===== src/rtl/key_scanner_pkg.sv =====
// Shared definitions for the key scanner and the game controller.
// Cell encoding, board size and the idle address value.
package key_scanner_pkg;

   typedef enum logic [1:0] {
      EMPTY = 2'b00,
      X     = 2'b10,
      O     = 2'b11
   } cell_t;

   localparam int NUM_CELLS = 9;
   localparam logic [3:0] ADDR_IDLE = 4'b1111;

   // Lowest set bit wins; callers only use it on one-hot maps.
   function automatic logic [3:0] cell_index(
      input logic [NUM_CELLS-1:0] map
   );
      logic [3:0] idx;
      idx = '0;
      for (int i = NUM_CELLS - 1; i >= 0; i--) begin
         if (map[i]) idx = 4'(i);
      end
      return idx;
   endfunction

endpackage


===== src/rtl/frame_debouncer.sv =====
// Assembles scanned columns into a full-matrix frame and
// promotes it to the debounced map after enough stable frames.
module frame_debouncer
   import key_scanner_pkg::*;
#(
   parameter int DEBOUNCE_FRAMES = 4
) (
   input  logic                 clk,
   input  logic                 reset,
   input  logic                 load,
   input  logic [NUM_CELLS-1:0] mask,
   input  logic [NUM_CELLS-1:0] sample,
   input  logic                 commit,
   output logic [NUM_CELLS-1:0] debounced
);

   localparam int CW = $clog2(DEBOUNCE_FRAMES);
   localparam logic [CW-1:0] CNT_MAX = CW'(DEBOUNCE_FRAMES - 1);

   logic [NUM_CELLS-1:0] frame;
   logic [NUM_CELLS-1:0] prev;
   logic [NUM_CELLS-1:0] next_frame;
   logic [CW-1:0]        stable_cnt;
   logic [CW-1:0]        cnt_next;

   // The column being sampled replaces its three bits of the frame.
   always_comb begin
      next_frame = (frame & ~mask) | (sample & mask);
      cnt_next   = '0;
      if (next_frame == prev) begin
         cnt_next = (stable_cnt == CNT_MAX) ? stable_cnt
                                            : stable_cnt + 1'b1;
      end
   end

   always_ff @(posedge clk) begin
      if (reset) begin
         frame      <= '0;
         prev       <= '0;
         stable_cnt <= '0;
         debounced  <= '0;
      end else begin
         if (load) frame <= next_frame;
         if (commit) begin
            stable_cnt <= cnt_next;
            prev       <= next_frame;
            if (cnt_next == CNT_MAX) debounced <= next_frame;
         end
      end
   end

endmodule


===== src/rtl/key_scanner.sv =====
// 3x3 key matrix scanner: synchronizes, scans and debounces the
// matrix, then validates presses against the board state.
module key_scanner
   import key_scanner_pkg::*;
#(
   parameter int SCAN_CYCLES     = 16,
   parameter int DEBOUNCE_FRAMES = 4
) (
   input  logic        ph1,
   input  logic        reset,
   input  logic [2:0]  keyRow,
   output logic [2:0]  keyCol,
   input  logic [17:0] gBoard,
   input  logic        gameIsDone,
   output logic [3:0]  playerInput,
   output logic        playerWrite,
   output logic        invalidPress
);

   localparam int CCW = $clog2(SCAN_CYCLES);
   localparam logic [CCW-1:0] CYC_LAST = CCW'(SCAN_CYCLES - 1);

   typedef enum logic {
      IDLE,
      WAIT_RELEASE
   } state_t;

   logic [2:0]           row_meta;
   logic [2:0]           row_sync;
   logic [2:0]           pressed;
   logic [CCW-1:0]       cycle_cnt;
   logic [1:0]           column;
   logic                 sample_edge;
   logic                 commit;
   logic [NUM_CELLS-1:0] mask;
   logic [NUM_CELLS-1:0] sample;
   logic [NUM_CELLS-1:0] debounced;

   state_t     state;
   state_t     state_next;
   logic [3:0] input_next;
   logic       write_next;
   logic       inv_next;
   logic       one_hot;
   logic [3:0] idx;
   logic       occupied;

   always_ff @(posedge ph1) begin
      if (reset) begin
         row_meta <= 3'b111;
         row_sync <= 3'b111;
      end else begin
         row_meta <= keyRow;
         row_sync <= row_meta;
      end
   end

   assign pressed = ~row_sync;

   always_ff @(posedge ph1) begin
      if (reset) begin
         cycle_cnt <= '0;
         column    <= '0;
      end else if (sample_edge) begin
         cycle_cnt <= '0;
         column    <= (column == 2'd2) ? 2'd0 : column + 2'd1;
      end else begin
         cycle_cnt <= cycle_cnt + 1'b1;
      end
   end

   assign sample_edge = (cycle_cnt == CYC_LAST);
   assign commit      = sample_edge && (column == 2'd2);
   assign keyCol      = ~(3'b001 << column);

   // Bit row*3+col: each row's column-0 bit sits at 3*row.
   assign mask   = 9'b001_001_001 << column;
   assign sample = {2'b00, pressed[2], 2'b00, pressed[1],
                    2'b00, pressed[0]} << column;

   frame_debouncer #(
      .DEBOUNCE_FRAMES(DEBOUNCE_FRAMES)
   ) u_debouncer (
      .clk      (ph1),
      .reset    (reset),
      .load     (sample_edge),
      .mask     (mask),
      .sample   (sample),
      .commit   (commit),
      .debounced(debounced)
   );

   assign one_hot  = $onehot(debounced);
   assign idx      = cell_index(debounced);
   assign occupied = (gBoard[{idx, 1'b0} +: 2] != EMPTY);

   always_comb begin
      state_next = state;
      input_next = playerInput;
      write_next = 1'b0;
      inv_next   = 1'b0;
      unique case (state)
         IDLE: begin
            if (debounced != '0) begin
               state_next = WAIT_RELEASE;
               if (one_hot && !occupied && !gameIsDone) begin
                  write_next = 1'b1;
                  input_next = idx;
               end else begin
                  inv_next = 1'b1;
               end
            end
         end
         WAIT_RELEASE: begin
            if (debounced == '0) state_next = IDLE;
         end
      endcase
   end

   always_ff @(posedge ph1) begin
      if (reset) begin
         state        <= IDLE;
         playerInput  <= ADDR_IDLE;
         playerWrite  <= 1'b0;
         invalidPress <= 1'b0;
      end else begin
         state        <= state_next;
         playerInput  <= input_next;
         playerWrite  <= write_next;
         invalidPress <= inv_next;
      end
   end

endmodule


===== config.mk =====
export PLATFORM = sky130hd
export DESIGN_NAME = key_scanner
export DESIGN_NICKNAME = d
export VERILOG_FILES = /design/src/rtl/key_scanner_pkg.sv /design/src/rtl/frame_debouncer.sv /design/src/rtl/key_scanner.sv
export SDC_FILE = /design/constraint.sdc
export NUM_CORES = 1
export LEC_CHECK = 0
export ABC_AREA = 1
export ABC_CLOCK_PERIOD_IN_PS = 5780
export CELL_PAD_IN_SITES_DETAIL_PLACEMENT = 0
export CELL_PAD_IN_SITES_GLOBAL_PLACEMENT = 2
export CORE_MARGIN = 2
export CORE_UTILIZATION = 25
export DETAILED_ROUTE_END_ITERATION = 16
export PLACE_DENSITY_LB_ADDON = 0.1
export SYNTH_ARGS = -nofsm -noshare
export SYNTH_HDL_FRONTEND = slang
export SYNTH_SLANG_ARGS = --single-unit

===== constraint.sdc =====
create_clock -name ph1 -period 5.78 [get_ports ph1]
set_input_delay 0.867 -clock ph1 [delete_from_list [all_inputs] [get_ports ph1]]
set_output_delay 0.867 -clock ph1 [all_outputs]
set_load 0.01 [all_outputs]

=== Word level (Yosys, flattened, before mapping) ===
Index checks and enable logic that the tools add are counted.

* $add $sub $neg: 11
* Equal/unequal tests: 6
* Shift operators: 4
* Mux-type cells: 17
* Bitwise gates (word level): 8
* Reductions and logical operators: 12

{| class="wikitable"
|+ Operator list
! cell !! count
|-
| two-way mux 4 bit || 9
|-
| bitwise AND 9 bit || 2
|-
| indexed part select 18 x 6 -> 2 bit || 1
|-
| equality test 9 bit || 1
|-
| logical NOT 9 bit || 1
|-
| inverter 9 bit || 1
|-
| OR 9 bit || 1
|-
| nonzero test 9 bit || 1
|-
| left shift 7 x 2 -> 9 bit || 1
|-
| left shift 7 x 2 -> 9 bit, first input constant || 1
|-
| adder 1 x 1 -> 2 bit || 4
|-
| adder 2 x 2 -> 3 bit || 2
|-
| equality test 2 bit, second input constant || 3
|-
| two-way mux 2 bit || 3
|-
| inverter 3 bit || 2
|-
| adder 2 x 1 -> 2 bit, second input constant || 2
|-
| adder 3 x 3 -> 4 bit || 1
|-
| adder 4 x 1 -> 4 bit || 1
|-
| adder 4 x 1 -> 4 bit, second input constant || 1
|-
| equality test 4 x 1 -> 1 bit, second input constant || 1
|-
| equality test 4 bit, second input constant || 1
|-
| two-way mux 1 bit || 4
|-
| logical AND 1 bit || 3
|-
| AND reduction 3 bit || 1
|-
| other kinds (8) || 10
|}

* Flip-flop bits (word level): 48
* Bits of input ports: 24
* Output and inout bits: 9
* Word-level logic and storage cells: 70

=== Depth between registers and ports, before layout ===
Gate-level depths: netlist (run 1).

* Depth in word-level cells: 15
* Mapped depth: 16
* Mapped depth without buffers: 16

=== By module ===
Synthesis (run 1) repeated with hierarchy kept, for this count alone.

* Cells, all modules: 441
* Area, all modules: 2932.8 um^2

{| class="wikitable"
|+ By module, submodules not included
! module !! times used !! cells each !! area each (um^2)
|-
| frame_debouncer || 1 || 260 || 1612.8
|-
| key_scanner || 1 || 181 || 1320.0
|}

=== Worst setup path after synthesis (run 1) ===
OpenSTA, ideal clock, no wires.

* Kind: register to register
* From: reg u_debouncer.debounced[0]
* To: reg playerInput[0]
* Library setup time: 0.122 ns
* Arrival: 3.426 ns
* Slack: 2.232 ns
* Stages on the path, launching flop included: 15
* Period minus slack after synthesis: 3.548 ns
* Cell sequence: dfxtp_1 > inv_2 > fa_1 > fa_1 > fa_1 > inv_1 > fa_1 > inv_1 > fa_1 > nor2_1 > nand2_1 > a2111oi_2 > nand3_2 > nand2_1 > nand3_1

* Word-level cells in the longest chain between the ends: 8

{| class="wikitable"
|+ Ends and longest elaborated chain
! what !! line !! RTL
|-
| from (decl) || frame_debouncer.sv:14 || <nowiki>output logic [NUM_CELLS-1:0] debounced</nowiki>
|-
| from (signal assigned) || frame_debouncer.sv:47 || <nowiki>if (cnt_next == CNT_MAX) debounced <= next_frame;</nowiki>
|-
| adder 1 x 1 -> 2 bit (implied by the code) || key_scanner.sv:93 || <nowiki>assign one_hot = $onehot(debounced);</nowiki>
|-
| adder 2 x 2 -> 3 bit (implied by the code) || key_scanner.sv:93 ||
|-
| adder 3 x 3 -> 4 bit (implied by the code) || key_scanner.sv:93 ||
|-
| adder 4 x 1 -> 4 bit (implied by the code) || key_scanner.sv:93 ||
|-
| equality test 4 x 1 -> 1 bit || key_scanner.sv:93 ||
|-
| logical AND 1 bit (2 in a row) || key_scanner.sv:106 || <nowiki>if (one_hot && !occupied && !gameIsDone) begin</nowiki>
|-
| AND reduction 3 bit (no source line) || n/a ||
|-
| to (signal assigned) || key_scanner.sv:128 || <nowiki>playerInput <= input_next;</nowiki>
|-
| to (decl) || key_scanner.sv:15 || <nowiki>output logic [3:0] playerInput,</nowiki>
|}

Parallel ways exist; a longest one is shown, timed or not.
A chain may end at the register's enable or synchronous reset.

=== Worst setup path in the final report (run 1) ===
* From: reg u_debouncer.debounced[0]
* To: reg playerInput[3]

The elaborated chain is that of the path after synthesis.

==> results of run 1 <==
placed cells by master, fill, tap and decap left out, types with 11 or more instances in the layout:
cell type,netlist,layout
a21oi_1,11,11
clkdlybuf4s50_1,0,32
dfxtp_1,48,48
inv_1,36,36
inv_2,18,18
nand2_1,58,58
nand3_1,18,18
nand4_1,13,13
nor2_1,42,42
worst max path at each step:
stage / start / end / slack (ns) / cells after the start
detailed placement: u_debouncer.debounced[0] / playerInput[1] / 1.92 / 14
global route: u_debouncer.debounced[0] / playerInput[0] / 1.66 / 14
CTS: u_debouncer.debounced[0] / playerInput[3] / 1.89 / 14
global placement: u_debouncer.debounced[0] / playerInput[0] / 1.93 / 14
finish: u_debouncer.debounced[0] / playerInput[3] / 1.91 / 14
floorplan: u_debouncer.debounced[0] / playerInput[0] / 2.23 / 14
cells in the mapped netlist (all sizes together):
library cell | instances | share of area, %
clkbuf | 4 | 0.97
buf | 4 | 1.2
a2111oi | 1 | 0.58
o21ai | 20 | 4.5
dfxtp | 48 | 37
nor2 | 46 | 7.5
nand3 | 22 | 5.3
fa | 5 | 3.9
o22ai | 9 | 2.2
o21a | 1 | 0.34
or2 | 11 | 2.7
xor2 | 4 | 1.4
nand4 | 13 | 3.2
o211ai | 1 | 0.29
a211oi | 2 | 0.58
a21oi | 12 | 2.8
clkinv | 3 | 0.44
xnor2 | 7 | 3.0
ha | 9 | 4.4
o21bai | 1 | 0.29
inv | 54 | 7.9
nand2 | 63 | 9.6
per-layer routing:
| metal | part of all wire (%) | vias to the layer above | global-route usage, % |
|---|---|---|---|
| met1 | 46 | 952 | 14.6 |
| li1 | - | 1132 | - |
| met3 | 3.9 | 6 | 2.29 |
| met2 | 49 | 37 | 21.5 |
| met5 | 0 | - | 0 |
| met4 | 1.1 | 0 | 3.10 |
stage by stage:
step                worst slack, ns  area, um^2  power, mW
floorplan                      2.23        2580      0.367
global placement               1.93        3020      0.387
detailed placement             1.92        3020      0.387
CTS                            1.89        3140      0.679
global route                   1.66        3140      0.693
finish                         1.91        3140      0.667
kinds of logic after synthesis:
| logic type | count (synthesis) | share of synthesized area (%) |
|---|---|---|
| AND/OR/NAND/NOR | 155 | 28.3 |
| AO/OA/AOI/OAI | 47 | 11.5 |
| buffers and inverters | 65 | 10.5 |
| adder cells (fa/ha/maj) | 14 | 8.24 |
| flip-flops | 48 | 37.2 |
| XOR/XNOR | 11 | 4.31 |
registers in the layout, indices dropped and copies added (netlist names), 2 cells and up:
name,flops
row_sync,3
u_debouncer.prev,9
column,2
u_debouncer.stable_cnt,2
u_debouncer.debounced,9
u_debouncer.frame,9
playerInput,4
cycle_cnt,4
row_meta,3
worst max-delay path, stage by stage, from the launching register on:
cell,delay [ns]
dfxtp_1,0.35
inv_2,0.08
fa_1,0.56
fa_1,0.42
fa_1,0.44
inv_1,0.08
fa_1,0.18
inv_1,0.05
fa_1,0.38
nor2_1,0.10
nand2_1,0.07
a2111oi_2,0.59
nand3_2,0.25
nand2_1,0.11
nand3_1,0.06
power groups by stage:
stage | Sequential, mW | Clock, mW | Combinational [mW]
3_3_place_gp | 0.344 | 0 | 0.0432
5_1_grt | 0.337 | 0.309 | 0.0470
4_1_cts | 0.337 | 0.299 | 0.0434
3_5_place_dp | 0.344 | 0 | 0.0432
2_1_floorplan | 0.344 | 0 | 0.0233
6_report | 0.336 | 0.288 | 0.0421
cell type report:
| cell class | instances | area (um^2) |
|---|---|---|
| Fill cell | 1129 | 7040 |
| Multi-Input combinational cell | 227 | 1350 |
| Sequential cell | 48 | 961 |
| Timing Repair Buffer | 32 | 320 |
| Inverter | 57 | 214 |
| Tap cell | 136 | 170 |
| Clock buffer | 5 | 68.8 |
| Clock inverter | 2 | 60.1 |
==> impl_metrics.py, run 1 <==
metrics = {
    "status": {
        "status": "complete, no violations",
    },
    "timing": {
        "setup_violations": 0,
        "worstMarginPinSlew_ns": 0.651,
        "setup_tns_ns": 0,
        "skew_ns": 0.0127,
        "relSlewSlack_pct": 56.5,
        "slew_violations": 0,
        "finalCriticalPeriod_ns": 3.87,
        "max_freq_ghz": 0.259,
        "final.period_utilization_pct": 66.9,
        "whs_ns": 0.409,
        "rsz0062_at_grt": "no",
        "hold_viol_final": 0,
    },
    "finish": {
        "drive_above_1_share_pct": 14.0,
        "instances_no_fill": 507,
        "antenna_cells": 0,
        "final_nets": 409,
        "syn2layout_area_growth_pct": 21.8,
        "fin_util_pct": 30.9,
    },
    "grt": {
        "grt_max_degree": 27,
        "grt_pass1_wl_mm": 10.5,
        "grt_pass1_vias": 2082,
        "antenna_found_initial": 0,
        "grt_usage_pct": 12.0,
        "overflow": 0,
    },
    "run": {
        "maxCapViolCount": 0,
    },
    "synthesis": {
        "synth_seq_cells": 48,
        "syn_nets": 378,
        "yosysSeqAreaShare_pct": 37.2,
        "synth_cell_types": 36,
        "netlist_area_mm2": 0.00258,
        "avgSynthCellArea_um2": 7.59,
        "netlist_instances": 340,
        "yosysWarnings": 0,
    },
    "clocking": {
        "numCtsBuffers": 5,
        "tritoncts": "built",
        "hold_buffers": 0,
        "clk_pin_slew_ns": 0.09,
        "h-tree-depth": 2,
        "cts.sinks": 48,
        "post_cts_resized": 0,
        "post-cts-setup-buffers": 0,
        "root_buffer": "clkbuf_8",
        "cts_buffer_depth": 2,
        "clk_latency_ns": 0.31,
    },
    "power_and_ir_drop": {
        "switchingPower_mw": 0.140,
        "p_int_mw": 0.527,
        "comb_power_share_pct": 6.3,
        "powerDensity_mw_per_mm2": 212,
        "clockPowerShare_pct": 43.2,
        "p_sw_share_pct": 21.0,
        "ir_worst_vdd_v": 0.000115,
        "leakage_nw": 1.32,
        "pwr-share-seq_pct": 50.4,
    },
    "worst_setup_path": {
        "arrival_ns": 4.04,
        "crit_required_ns": 5.95,
        "start_kind": "register",
        "r2r_start": "u_debouncer.debounced[0]",
        "worstRegToRegCells": 14,
        "rr_endpoint": "playerInput[3]",
        "worstSetupEndpointType": "register",
        "r2r_slack_ns": 1.91,
        "path_max_fanout": 6,
        "crit_type": "register to register",
    },
    "worst_hold_path": {
        "worstHoldPathCells": 1,
        "min_from": "row_meta[2]",
        "hold_end": "row_sync[2]",
        "min_path_type": "register to register",
    },
    "detailed_routing": {
        "wl_per_cell_um": 12.5,
        "vias": 2127,
        "post-route-drc-count": 0,
        "wl_mm": 6.36,
        "ant_nets": 0,
        "drtIter0Drc": 67,
        "drt-vias-per-instance": 4.20,
        "dr.pass1.iters": 4,
    },
    "die": {
        "ios": 33,
        "core_mm2": 0.0102,
        "die_area_mm2": 0.0112,
        "initial_core_util_pct": 25.3,
        "die_h_um": 106,
        "core.rowCount": 37,
        "die_x_um": 106,
    },
    "placement": {
        "place_congestion": 0.781,
        "io_buffers": 32,
        "dp_hpwl_mm": 4.87,
        "placed_cells_incl_taps": 500,
    },
}
No activity file was read; power rests on OpenSTA's default activity.
==> inputs of run 2 (changes only) <==
--- a/config.mk
+++ b/config.mk
@@ -6,7 +6,7 @@
 export NUM_CORES = 1
 export LEC_CHECK = 0
 export ABC_AREA = 1
-export ABC_CLOCK_PERIOD_IN_PS = 5780
+export ABC_CLOCK_PERIOD_IN_PS = 3630
 export CELL_PAD_IN_SITES_DETAIL_PLACEMENT = 0
 export CELL_PAD_IN_SITES_GLOBAL_PLACEMENT = 2
 export CORE_MARGIN = 2
==> constraint.sdc (replaced) <==
create_clock -name ph1 -period 3.63 [get_ports ph1]
set_input_delay 0.5445 -clock ph1 [delete_from_list [all_inputs] [get_ports ph1]]
set_output_delay 0.5445 -clock ph1 [all_outputs]
set_load 0.01 [all_outputs]
==> impl_metrics.py, run 2 (synthesis results as in run 1) <==
metrics = {
    "worst_setup_path": {
        "r2r_start": "u_debouncer.debounced[0]",
        "worst_path_most_repeated_cell": "fa_1",
        "path_cells": "inv_2 -> fa_1 -> fa_1 -> fa_1 -> inv_1 -> fa_2 -> inv_1 -> fa_2 -> nor2_1 -> nand2_1 -> a2111oi_4 -> buf_4 -> nand3_4 -> nand2_1 -> nand3_1",
        "slowest_stage": "fa_1",
        "crit_required_ns": 3.80,
        "worstSetupEndpointType": "register",
        "arrival_ns": 3.63,
        "crit_type": "register to register",
        "path_max_fanout": 5,
        "start_kind": "register",
        "worstRegToRegCells": 15,
        "rr_endpoint": "playerInput[1]",
        "max_stage_delay_ns": 0.55,
        "r2r_slack_ns": 0.17,
    },
    "timing": {
        "rsz0062_at_grt": "yes",
        "worstMarginPinSlew_ns": 0.557,
        "final.period_utilization_pct": 95.2,
        "finalCriticalPeriod_ns": 3.46,
        "max_freq_ghz": 0.289,
        "skew_ns": 0.00814,
        "setup_violations": 0,
        "slew_violations": 0,
        "hold_viol_final": 0,
        "relSlewSlack_pct": 62.7,
    },
    "worst_hold_path": {
        "worstHoldPathCells": 1,
        "hold_end": "row_sync[1]",
        "min_path_type": "register to register",
        "min_from": "row_meta[1]",
    },
    "clocking": {
        "cts_buffer_depth": 2,
        "clk_pin_slew_ns": 0.09,
        "h-tree-depth": 2,
        "clk_latency_ns": 0.30,
        "cts.sinks": 48,
        "root_buffer": "clkbuf_8",
        "numCtsBuffers": 5,
        "tritoncts": "built",
    },
    "power_and_ir_drop": {
        "leakage_nw": 1.32,
        "ir_worst_vdd_v": 0.000131,
        "p_int_mw": 0.701,
        "clockPowerShare_pct": 33.8,
        "pwr-share-seq_pct": 58.7,
        "comb_power_share_pct": 7.5,
        "powerDensity_mw_per_mm2": 289,
        "p_sw_share_pct": 23.3,
        "p_total_mw": 0.913,
        "switchingPower_mw": 0.212,
    },
    "detailed_routing": {
        "wl_per_cell_um": 12.2,
        "wl_met2_mm": 3.11,
        "wl_mm": 6.25,
        "vias": 2162,
        "m1WireLength_mm": 2.80,
        "drtIter0Drc": 92,
        "dr.pass1.iters": 4,
        "top_layer": "met4",
        "wl_met3_um": 262,
        "ant_nets": 0,
        "post-route-drc-count": 0,
        "drt-vias-per-instance": 4.22,
    },
    "finish": {
        "final_nets": 414,
        "layout_commonest_cell": "nand2_1",
        "antenna_cells": 0,
        "drive_above_1_share_pct": 16.8,
        "fin_util_pct": 31.0,
        "most-common-layout-cells": "57 x nand2_1, 46 x dfxtp_1, 42 x nor2_1, 34 x inv_1, 32 x clkdlybuf4s50_1",
        "syn2layout_area_growth_pct": 22.4,
        "largestRegisters": "u_debouncer.debounced: 9 flops, u_debouncer.frame: 9 flops, u_debouncer.prev: 9 flops",
    },
    "die": {
        "die_x_um": 106,
        "core_mm2": 0.0102,
        "die_area_mm2": 0.0112,
        "core.rowCount": 37,
        "initial_core_util_pct": 25.3,
        "die_h_um": 106,
        "ios": 33,
    },
    "grt": {
        "grt_pass1_wl_mm": 10.5,
        "grt_usage_pct": 11.8,
        "overflow": 0,
        "antenna_found_initial": 0,
        "grt_max_degree": 20,
        "grt_pass1_vias": 2124,
    },
    "placement": {
        "io_buffers": 32,
        "dp_hpwl_mm": 4.84,
        "place_congestion": 0.736,
    },
    "status": {
        "status": "complete, no violations",
    },
    "run": {
        "maxCapViolCount": 0,
    },
}
## run 2: power groups by stage
stage          Combinational (mW)  Clock (mW)  Sequential [mW]
3_3_place_gp               0.0696           0            0.548
5_1_grt                    0.0779       0.347            0.537
6_report                   0.0686       0.309            0.536
2_1_floorplan              0.0371           0            0.547
3_5_place_dp               0.0699           0            0.548
4_1_cts                    0.0704       0.328            0.536
## run 2: area by class of cell
| cell class | count | area, um^2 |
|---|---|---|
| tap | 136 | 170 |
| fill | 1113 | 7020 |
| clock inverter | 1 | 5.00 |
| timing repair buffer | 37 | 358 |
| sequential | 48 | 963 |
| multi-input combinational | 227 | 1380 |
| inverter | 57 | 214 |
| clock buffer | 6 | 72.6 |
## run 2: worst max-delay path: cells and delay by family, from the launching register on
family / cells / cell delay, ns
buffers and inverters: 4 / 0.37
flip-flops: 1 / 0.34
AO/OA/AOI/OAI: 1 / 0.28
AND/OR/NAND/NOR: 5 / 0.42
adder cells (fa/ha/maj): 5 / 1.94
## run 2: how the worst max path moves through the flow
stage,from,endpoint,slack [ns],cells past startpoint
2_1_floorplan,u_debouncer.debounced[0],playerInput[0],0.08,14
3_3_place_gp,u_debouncer.debounced[1],playerInput[0],0.09,15
3_5_place_dp,u_debouncer.debounced[1],playerInput[1],0.04,15
4_1_cts,u_debouncer.debounced[1],playerInput[1],0.03,15
5_1_grt,u_debouncer.debounced[0],playerInput[2],-0.02,15
6_report,u_debouncer.debounced[0],playerInput[1],0.17,15
## run 2: metrics by stage
step                area, um^2  std cells  setup WS, ns  TNS [ns]  hold slack (ns)
floorplan                 2580        340        0.0821         0            0.383
global placement          3050        504        0.0868         0            0.385
detailed placement        3050        504        0.0365         0            0.389
CTS                       3120        511        0.0256         0            0.412
global route              3160        512       -0.0153   -0.0329            0.435
finish                    3160        512         0.173         0            0.409
## run 2: what timing repair did
action / 4_1_cts / 5_1_grt
endpoints found under the setup margin: 0 / 5
resized for setup: 0 / 9
hold buffers: 0 / 0
buffers inserted: 0 / 1
## run 2: per-layer routing
metal | up-vias | track usage [%]
met5 | - | 0
met4 | 0 | 3.10
met3 | 6 | 2.29
met2 | 35 | 21.0
met1 | 975 | 14.5
li1 | 1146 | -
==> inputs of run 3 (changes only) <==
--- a/config.mk
+++ b/config.mk
@@ -12,7 +12,9 @@
 export CORE_MARGIN = 2
 export CORE_UTILIZATION = 25
 export DETAILED_ROUTE_END_ITERATION = 16
+export DONT_BUFFER_PORTS = 1
 export PLACE_DENSITY_LB_ADDON = 0.1
+export SLEW_MARGIN = 10
 export SYNTH_ARGS = -nofsm -noshare
 export SYNTH_HDL_FRONTEND = slang
 export SYNTH_SLANG_ARGS = --single-unit
==> impl_metrics.py, run 3 (synthesis results as in run 1) <==
metrics = {
    "status": {
        "status": "complete, no violations",
    },
    "timing": {
        "finalCriticalPeriod_ns": 3.55,
        "final.period_utilization_pct": 97.8,
        "whs_ns": 0.298,
        "skew_ns": 0.00462,
        "slew_violations": 0,
        "relSlewSlack_pct": 59.9,
        "worstMarginPinSlew_ns": 0.599,
        "max_freq_ghz": 0.282,
        "worst_slack_ns": 0.0811,
        "setup_tns_ns": 0,
        "hold_viol_final": 0,
        "setup_violations": 0,
        "rsz0062_at_grt": "yes",
    },
    "grt": {
        "grt_max_degree": 27,
        "grt_pass1_wl_mm": 10.0,
        "overflow": 0,
        "antenna_found_initial": 0,
        "grt_usage_pct": 11.4,
        "grt_pass1_vias": 1981,
    },
    "clocking": {
        "root_buffer": "clkbuf_8",
        "numCtsBuffers": 5,
        "clk_latency_ns": 0.30,
        "hold_buffers": 0,
        "h-tree-depth": 2,
        "clk_pin_slew_ns": 0.09,
        "cts_buffer_depth": 2,
        "cts.sinks": 48,
        "tritoncts": "built",
    },
    "finish": {
        "instances_no_fill": 479,
        "drive_above_1_share_pct": 19.2,
        "syn2layout_area_growth_pct": 11.3,
        "fillers": 1150,
        "layout_commonest_cell": "nand2_1",
        "antenna_cells": 0,
        "most-common-layout-cells": "56 x nand2_1, 46 x dfxtp_1, 41 x nor2_1, 33 x inv_1, 21 x inv_2",
        "largestRegisters": "u_debouncer.debounced: 9 flops, u_debouncer.frame: 9 flops, u_debouncer.prev: 9 flops",
        "final_nets": 380,
    },
    "die": {
        "core.rowCount": 37,
        "initial_core_util_pct": 25.3,
        "die_h_um": 106,
        "die_area_mm2": 0.0112,
        "core_mm2": 0.0102,
        "die_x_um": 106,
        "ios": 33,
    },
    "worst_setup_path": {
        "start_kind": "register",
        "slowest_stage": "fa_1",
        "max_stage_delay_ns": 0.55,
        "path_max_fanout": 5,
        "crit_type": "register to register",
        "arrival_ns": 3.74,
        "worstRegToRegCells": 15,
        "cp.depth": 15,
        "r2r_slack_ns": 0.08,
        "r2r_start": "u_debouncer.debounced[0]",
        "critPathLaunch": "u_debouncer.debounced[0]",
        "path_cells": "inv_2 -> fa_1 -> fa_1 -> fa_1 -> inv_2 -> fa_2 -> inv_2 -> fa_2 -> nor2_2 -> nand2_2 -> a2111oi_4 -> buf_4 -> nand3_4 -> nand2_2 -> nand3_1",
        "cp_num_buf_inv": 4,
        "crit_required_ns": 3.82,
        "critical-path-top-delay-family": "adder cells",
        "worstSetupEndpointType": "register",
    },
    "placement": {
        "place_ws_ns": -0.0283,
        "placed_cells_incl_taps": 470,
        "io_buffers": 0,
        "place_congestion": 0.744,
        "dp_hpwl_mm": 4.58,
    },
    "power_and_ir_drop": {
        "powerDensity_mw_per_mm2": 345,
        "leakage_nw": 1.20,
        "ir_worst_vdd_v": 0.000169,
        "p_total_mw": 0.992,
    },
    "worst_hold_path": {
        "worstHoldPathCells": 1,
        "min_path_type": "primary input to register",
        "min_from": "reset",
    },
    "detailed_routing": {
        "ant_nets": 0,
        "wl_mm": 6.00,
        "vias": 2042,
        "wl_per_cell_um": 12.5,
        "drtIter0Drc": 59,
        "drt-vias-per-instance": 4.26,
        "post-route-drc-count": 0,
        "dr.pass1.iters": 4,
    },
    "run": {
        "maxCapViolCount": 0,
    },
}
-- run 3: timing repair --
item	in CTS	in global routing
pin swaps	0	6
setup buffers	0	1
cloned	0	0
endpoints found under the setup margin	4	5
resized for setup	1	11
-- run 3: power breakdown --
part / leakage, nW / switching, mW / internal, mW
Clock: 0.0614 / 0.191 / 0.226
Sequential: 0.390 / 0.00386 / 0.532
Combinational: 0.748 / 0.0256 / 0.0145
Total: 1.20 / 0.220 / 0.772
-- run 3: final timing paths --
check / end
worst max-delay path: playerInput[1]
worst min-delay path: cycle_cnt[2]
worst max register to register: playerInput[1]
worst min register to register: row_sync[1]
-- run 3: metal layers --
metal	up-vias	GRT usage, %	part of all wire, %
li1	1083	-	-
met1	914	14.8	48
met2	39	19.4	48
met3	6	1.92	3.0
met4	0	3.38	1.2
met5	-	0	0
-- run 3: area by class of cell --
cell class | instances | area, um^2 | area share, %
clock buffer | 6 | 82.6 | 2.87
clock inverter | 2 | 38.8 | 1.35
inverter | 57 | 214 | 7.44
multi-input combinational | 227 | 1380 | 48.1
sequential | 48 | 963 | 33.5
tap | 136 | 170 | 5.92
timing repair buffer | 3 | 22.5 | 0.784
-- run 3: through the flow --
stage,utilization (%),cell area [um^2]
3_5_place_dp,26.6,2710
6_report,28.2,2870
4_1_cts,27.9,2840
2_1_floorplan,-,2580
3_3_place_gp,26.6,2710
5_1_grt,28.2,2870
